<file path="config.mk">
export PLATFORM = sky130hd
export DESIGN_NAME = snitch_cluster_boot_master
export DESIGN_NICKNAME = d
export VERILOG_FILES = /design/src/rtl/snitch_cluster_boot_master.sv
export SDC_FILE = /design/constraint.sdc
export NUM_CORES = 1
export LEC_CHECK = 0
export CAP_MARGIN = 20
export CELL_PAD_IN_SITES_DETAIL_PLACEMENT = 1
export CELL_PAD_IN_SITES_GLOBAL_PLACEMENT = 1
export CORE_UTILIZATION = 27
export CTS_CLUSTER_SIZE = 28
export DETAILED_ROUTE_END_ITERATION = 12
export PLACE_DENSITY_LB_ADDON = 0.1
export RECOVER_POWER = 50
export SYNTH_ARGS = -nofsm -noshare
export SYNTH_HDL_FRONTEND = slang
export SYNTH_SLANG_ARGS = --single-unit
</file>
<file path="constraint.sdc">
create_clock -name clk_i -period 1.9 [get_ports clk_i]
set_input_delay 0.38 -clock clk_i [delete_from_list [all_inputs] [get_ports clk_i]]
set_output_delay 0.38 -clock clk_i [all_outputs]
set_load 0.03 [all_outputs]
</file>
<file path="src/rtl/snitch_cluster_boot_master.sv">
// Purpose: single-beat AXI4 boot master; writes entry point and CLINT wake, then polls EOC.
// Latency: start to first aw_valid 1 cycle; each write 3 cycles (AW, W, B) with ready slaves.
// Backpressure: every valid is registered and held with a stable payload until its ready is sampled.

package snitch_cluster_boot_master_pkg;
    localparam int unsigned AxiAddrWidth = 48;
    localparam int unsigned AxiDataWidth = 64;
    localparam int unsigned AxiIdWidth   = 4;
    localparam int unsigned AxiUserWidth = 1;

    typedef struct packed {
        logic [AxiIdWidth-1:0]   id;
        logic [AxiAddrWidth-1:0] addr;
        logic [7:0]              len;
        logic [2:0]              size;
        logic [1:0]              burst;
        logic                    lock;
        logic [3:0]              cache;
        logic [2:0]              prot;
        logic [3:0]              qos;
        logic [3:0]              region;
        logic [5:0]              atop;
        logic [AxiUserWidth-1:0] user;
    } aw_chan_t;

    typedef struct packed {
        logic [AxiIdWidth-1:0]   id;
        logic [AxiAddrWidth-1:0] addr;
        logic [7:0]              len;
        logic [2:0]              size;
        logic [1:0]              burst;
        logic                    lock;
        logic [3:0]              cache;
        logic [2:0]              prot;
        logic [3:0]              qos;
        logic [3:0]              region;
        logic [AxiUserWidth-1:0] user;
    } ar_chan_t;

    typedef struct packed {
        logic [AxiDataWidth-1:0]   data;
        logic [AxiDataWidth/8-1:0] strb;
        logic                      last;
        logic [AxiUserWidth-1:0]   user;
    } w_chan_t;

    typedef struct packed {
        logic [AxiIdWidth-1:0]   id;
        logic [1:0]              resp;
        logic [AxiUserWidth-1:0] user;
    } b_chan_t;

    typedef struct packed {
        logic [AxiIdWidth-1:0]   id;
        logic [AxiDataWidth-1:0] data;
        logic [1:0]              resp;
        logic                    last;
        logic [AxiUserWidth-1:0] user;
    } r_chan_t;

    typedef struct packed {
        aw_chan_t aw;
        logic     aw_valid;
        w_chan_t  w;
        logic     w_valid;
        logic     b_ready;
        ar_chan_t ar;
        logic     ar_valid;
        logic     r_ready;
    } axi_req_t;

    typedef struct packed {
        logic    aw_ready;
        logic    ar_ready;
        logic    w_ready;
        logic    b_valid;
        b_chan_t b;
        logic    r_valid;
        r_chan_t r;
    } axi_rsp_t;
endpackage

module snitch_cluster_boot_master
    import snitch_cluster_boot_master_pkg::*;
#(
    parameter int unsigned          AddrWidth    = 48,
    parameter int unsigned          DataWidth    = 64,
    parameter int unsigned          NrCores      = 9,
    parameter logic [AddrWidth-1:0] Scratch1Addr = '0,
    parameter logic [AddrWidth-1:0] ClintSetAddr = '0,
    parameter logic [AddrWidth-1:0] EocAddr      = '0,
    parameter int unsigned          PollInterval = 16,
    parameter int unsigned          PollTimeout  = 0,
    parameter type                  req_t        = axi_req_t,
    parameter type                  rsp_t        = axi_rsp_t
) (
    input  logic        clk_i,
    input  logic        rst_ni,
    input  logic        start_i,
    input  logic [31:0] entry_i,
    output req_t        req_o,
    input  rsp_t        rsp_i,
    output logic        busy_o,
    output logic        done_o,
    output logic        error_o,
    output logic [30:0] exit_code_o
);

    localparam logic [2:0]           BeatSize  = 3'($clog2(DataWidth / 8));
    localparam logic [1:0]           BurstIncr = 2'b01;
    // Low NrCores bits set; the subtraction also covers NrCores == DataWidth.
    localparam logic [DataWidth-1:0] WakeMask  = (DataWidth'(1) << NrCores) - DataWidth'(1);

    typedef enum logic [3:0] {
        Idle, WrAw, WrW, WrB, Gap, RdAr, RdR, Done, Error
    } state_t;

    state_t      state;
    req_t        req_q;
    logic        step;
    logic [31:0] entry_q;
    logic [31:0] gap_cnt;
    logic [31:0] poll_cnt;
    logic [31:0] poll_next;
    logic        busy;
    logic        done;
    logic        error;
    logic [30:0] exit_code;

    // Response fields that carry no meaning for a single-ID, single-beat master.
    logic unused_rsp;
    assign unused_rsp = ^rsp_i;

    // Saturating count of completed EOC reads including the one in flight.
    assign poll_next = (poll_cnt == '1) ? poll_cnt : poll_cnt + 32'd1;

    // Boot sequencer: all request fields and status outputs are registered here.
    always_ff @(posedge clk_i or negedge rst_ni) begin
        if (!rst_ni) begin
            state     <= Idle;
            req_q     <= '0;
            step      <= 1'b0;
            entry_q   <= '0;
            gap_cnt   <= '0;
            poll_cnt  <= '0;
            busy      <= 1'b0;
            done      <= 1'b0;
            error     <= 1'b0;
            exit_code <= '0;
        end else begin
            case (state)
                Idle: begin
                    if (start_i) begin
                        entry_q         <= entry_i;
                        step            <= 1'b0;
                        busy            <= 1'b1;
                        req_q.aw_valid  <= 1'b1;
                        req_q.aw.addr   <= Scratch1Addr;
                        req_q.aw.len    <= '0;
                        req_q.aw.size   <= BeatSize;
                        req_q.aw.burst  <= BurstIncr;
                        req_q.ar.len    <= '0;
                        req_q.ar.size   <= BeatSize;
                        req_q.ar.burst  <= BurstIncr;
                        req_q.w.strb    <= '1;
                        req_q.w.last    <= 1'b1;
                        state           <= WrAw;
                    end
                end
                WrAw: begin
                    if (rsp_i.aw_ready) begin
                        req_q.aw_valid <= 1'b0;
                        req_q.w_valid  <= 1'b1;
                        req_q.w.data   <= step ? WakeMask : DataWidth'(entry_q);
                        state          <= WrW;
                    end
                end
                WrW: begin
                    if (rsp_i.w_ready) begin
                        req_q.w_valid <= 1'b0;
                        req_q.b_ready <= 1'b1;
                        state         <= WrB;
                    end
                end
                WrB: begin
                    if (rsp_i.b_valid) begin
                        req_q.b_ready <= 1'b0;
                        if (rsp_i.b.resp != 2'b00) begin
                            error <= 1'b1;
                            busy  <= 1'b0;
                            state <= Error;
                        end else if (!step) begin
                            step           <= 1'b1;
                            req_q.aw_valid <= 1'b1;
                            req_q.aw.addr  <= ClintSetAddr;
                            state          <= WrAw;
                        end else begin
                            gap_cnt <= '0;
                            state   <= Gap;
                        end
                    end
                end
                Gap: begin
                    // The interval is waited in full before every EOC read, the first included.
                    if (gap_cnt == PollInterval - 1) begin
                        gap_cnt        <= '0;
                        req_q.ar_valid <= 1'b1;
                        req_q.ar.addr  <= EocAddr;
                        state          <= RdAr;
                    end else begin
                        gap_cnt <= gap_cnt + 32'd1;
                    end
                end
                RdAr: begin
                    if (rsp_i.ar_ready) begin
                        req_q.ar_valid <= 1'b0;
                        req_q.r_ready  <= 1'b1;
                        state          <= RdR;
                    end
                end
                RdR: begin
                    if (rsp_i.r_valid) begin
                        req_q.r_ready <= 1'b0;
                        poll_cnt      <= poll_next;
                        if (rsp_i.r.resp != 2'b00) begin
                            error <= 1'b1;
                            busy  <= 1'b0;
                            state <= Error;
                        end else if (rsp_i.r.data[0]) begin
                            exit_code <= rsp_i.r.data[31:1];
                            done      <= 1'b1;
                            busy      <= 1'b0;
                            state     <= Done;
                        end else if (PollTimeout != 0 && poll_next == PollTimeout) begin
                            error <= 1'b1;
                            busy  <= 1'b0;
                            state <= Error;
                        end else begin
                            state <= Gap;
                        end
                    end
                end
                Done:    state <= Done;
                Error:   state <= Error;
                default: state <= Idle;
            endcase
        end
    end

    assign req_o       = req_q;
    assign busy_o      = busy;
    assign done_o      = done;
    assign error_o     = error;
    assign exit_code_o = exit_code;

endmodule

</file>
==> impl_metrics.csv, run 1 <==
group,metric,value,unit
outcome,status,"complete, but fails checks",
outcome,failed_checks,"negative setup slack",
hold_path,hold_path_class,"reg -> reg",
cts,clk_latency,0.43,ns
synthesis,yosysTopAreaCell,"dfrtp_1",
layout,nNetsFinal,1144,
layout,multi_input_area,3540,sq um
global_routing,grt_max_degree,65,
critical_path,crit_type,"reg -> reg",
die,dieArea,29900,sq um
sta,relSlewSlack,53.8,%
sta,rsz0062_at_grt,"true",
cts,htreeDepth,4,
global_routing,groute.usage.overall,13.9,%
sta,worst_pin_slew,0.694,ns
critical_path,required,2.25,ns
synthesis,synth_edf_count,0,
layout,drive_gt1_share,23.3,%
synthesis,synth-main-ff-cell,"dfrtp_1",
cts,cts_tree,"built",
synthesis,yosysMostFrequentCell,"buf_4",
cts,numCtsBuffers,17,
placed_design,hpwl,14800,um
synthesis,yosysTopAreaCellShare,44.7,%
cts,clock-root-buffer,"clkbuf_16",
critical_path,worst_ep_arrival_time,2.31,ns
detailed_routing,vias_per_cell,4.08,
sta,min_period_over_period,103,%
synthesis,yosysWarningCount,49,
pwr,ir_drop,0.588,mV
critical_path,cp_max_fo,12,
detailed_routing,wl_per_cell,14.6,um
sta,fmaxAchievable,511,MHz
sta,fin_skew,0.0159,ns
placed_design,dp.cells,1379,
cts,clock_sinks,141,
sta,setup_viol,18,
synthesis,synthArstFlopShare,100,%
detailed_routing,drtAntennaViolNets,0,
pwr,power_density,1260,nW/um^2
critical_path,crit_path_cell_trace,"or4b_4, o2bb2ai_4, buf_6, nand2_4, or3_4, a21oi_2",
critical_path,crit_slowest_cell,"or4b_4",
pwr,leakagePower,4.85,nW
detailed_routing,drt_iter0_drc,207,
die,std_cell_rows,62,
job,cap_violations,0,
critical_path,cp-start-kind,"flop",
synthesis,syn_area_per_cell,9.96,sq um
synthesis,syn_inst,792,
cts,clkTransAtPathRegs,0.07,ns
placed_design,port_buffers,161,
sta,maxSlewViolCount,0,
sta,fin_ws,-0.0561,ns
layout,syn_to_final_growth,34.3,%
placed_design,gp_congestion,0.725,
synthesis,synthDistinctLibCells,55,
layout,final_util,36.9,%
detailed_routing,vias,5793,
detailed_routing,drc_errors,0,
synthesis,ys_top_cells_by_count,"buf_4 (212), dfrtp_1 (141), mux2_2 (63)",
synthesis,netlist_area,7890,sq um
global_routing,grt_pass1_vias,5918,
die,ioPinCount,402,
layout,final_cells,1421,
sta,finalCriticalPeriod,1.96,ns
die,core_area,28700,sq um
die,die_w,173,um
critical_path,slowest_delay,0.51,ns
layout,fillerInstances,3339,
layout,seq_area,3540,sq um
global_routing,antenna_found_initial,0,
cts,cts_max_path_buffers,2,
layout,n_antenna_cell,0,
die,die-height,173,um
detailed_routing,first_pass_iters,4,
synthesis,ys_seq_elements,141,
global_routing,grt_first_pass_wirelength,33300,um
synthesis,synth_area_leaders,"dfrtp_1 (45%), buf_4 (20%), mux2_2 (9.0%)",
die,start_util,27.5,%
sta,hold_viol,0,
critical_path,crit_path_end_kind,"flop",
global_routing,grt.overflow.total,0,
detailed_routing,routed_wl,20700,um
synthesis,ys_seq_area_share,44.7,%
-- where the power goes --
| group | switching (mW) | total, mW | internal [mW] |
|---|---|---|---|
| sequential | 0.573 | 4.47 | 3.89 |
| combinational | 3.06 | 5.33 | 2.27 |
| clock | 1.57 | 3.58 | 2.01 |
-- timing repair --
item / in CTS / in global routing
gates cloned: 2 / 0
pin swaps: 6 / 5
setup endpoints to repair: 47 / 46
resized for setup: 46 / 51
buffers inserted: 6 / 4
hold buffers: 1 / 0
hold endpoints to repair: 23 / 0
-- final cells by class --
cell class                 instances  area share, %
multi-input combinational        596           33.4
sequential                       141           33.4
timing repair buffer             262           22.6
tap                              384           4.53
clock buffer                      17           4.01
clock inverter                    15           1.79
inverter                           6          0.213
-- layout by cell type (no fill, tap or decap), drive strengths merged, types with 4 or more instances in the layout --
cell           count
nor3              12
clkdlybuf4s50    123
nand4             17
inv               16
buf               96
dfrtp            141
nor2              39
nand3             18
nand2b            30
or3                7
and3               4
o31ai              4
clkbuf            35
a21oi             21
mux2              63
xor2               9
nand2             57
a31oi             11
nor4              11
dlygate4sd2       22
conb             197
nor3b              4
o21ai             54
-- per-layer routing --
layer | vias up | GRT usage (%) | share of wire [%]
li1 | 2757 | - | -
met4 | 0 | 2.32 | 0.51
met2 | 161 | 22.5 | 49
met5 | - | 0 | 0
met1 | 2864 | 19.0 | 47
met3 | 11 | 3.36 | 4.3
-- cells by family (layout without fill, tap and decap cells) --
family	count (synthesis)	in the layout	synth area share [%]
buf+inv	251	300	22.2
simple gates	214	214	14.3
flops	141	141	44.7
compound gates	109	109	8.29
mux	64	64	9.12
xor+xnor	11	11	1.22
fa+ha+maj	1	1	0.159
other cells	1	197	0.0475
-- final timing paths --
path                          endpoint  depth (start not counted)  slack (ns)     start
max reg2reg                gap_cnt[31]                          6       -0.06  state[2]
min reg2reg                     done_o                          1        0.48    done_o
max                        gap_cnt[31]                          6       -0.06  state[2]
min                             done_o                          1        0.48    done_o
min in group asynchronous   req_o[117]                          2        0.54    rst_ni
max in group asynchronous     state[0]                          3        0.19    rst_ni
-- registers in the layout, summed over array words and instances, names as in the netlist --
name / count
step: 1
entry_q: 32
req_o: 38
done_o: 1
state: 4
gap_cnt: 32
error_o: 1
exit_code_o: 31
busy_o: 1
-- stage by stage --
stage	hold WS (ns)	total power [mW]	cell area (sq um)	TNS (ns)	worst slack [ns]
floorplan	0.0844	7.91	8640	0	0.0106
detailed placement	0.277	9.86	9800	-22.55	-0.646
global placement	0.275	9.78	9800	-20.86	-0.586
CTS	0.396	13.6	10600	-1.02	-0.0843
global route	0.513	14.3	10600	-2.75	-0.146
finish	0.477	13.4	10600	-0.528	-0.0561
-- critical path: cells and delay by family, from the launching register on --
family	cells	cell delay [ns]
simple gates	3	0.99
flops	1	0.40
compound gates	2	0.34
buf+inv	1	0.16
No activity file was read; power rests on OpenSTA's default activity.
==> run 2, diff against run 1 <==
- SLEW_MARGIN: default -> 20
==> results of run 2 <==
Same layout as run 1: the final DEF is identical, and so are final timing and power.
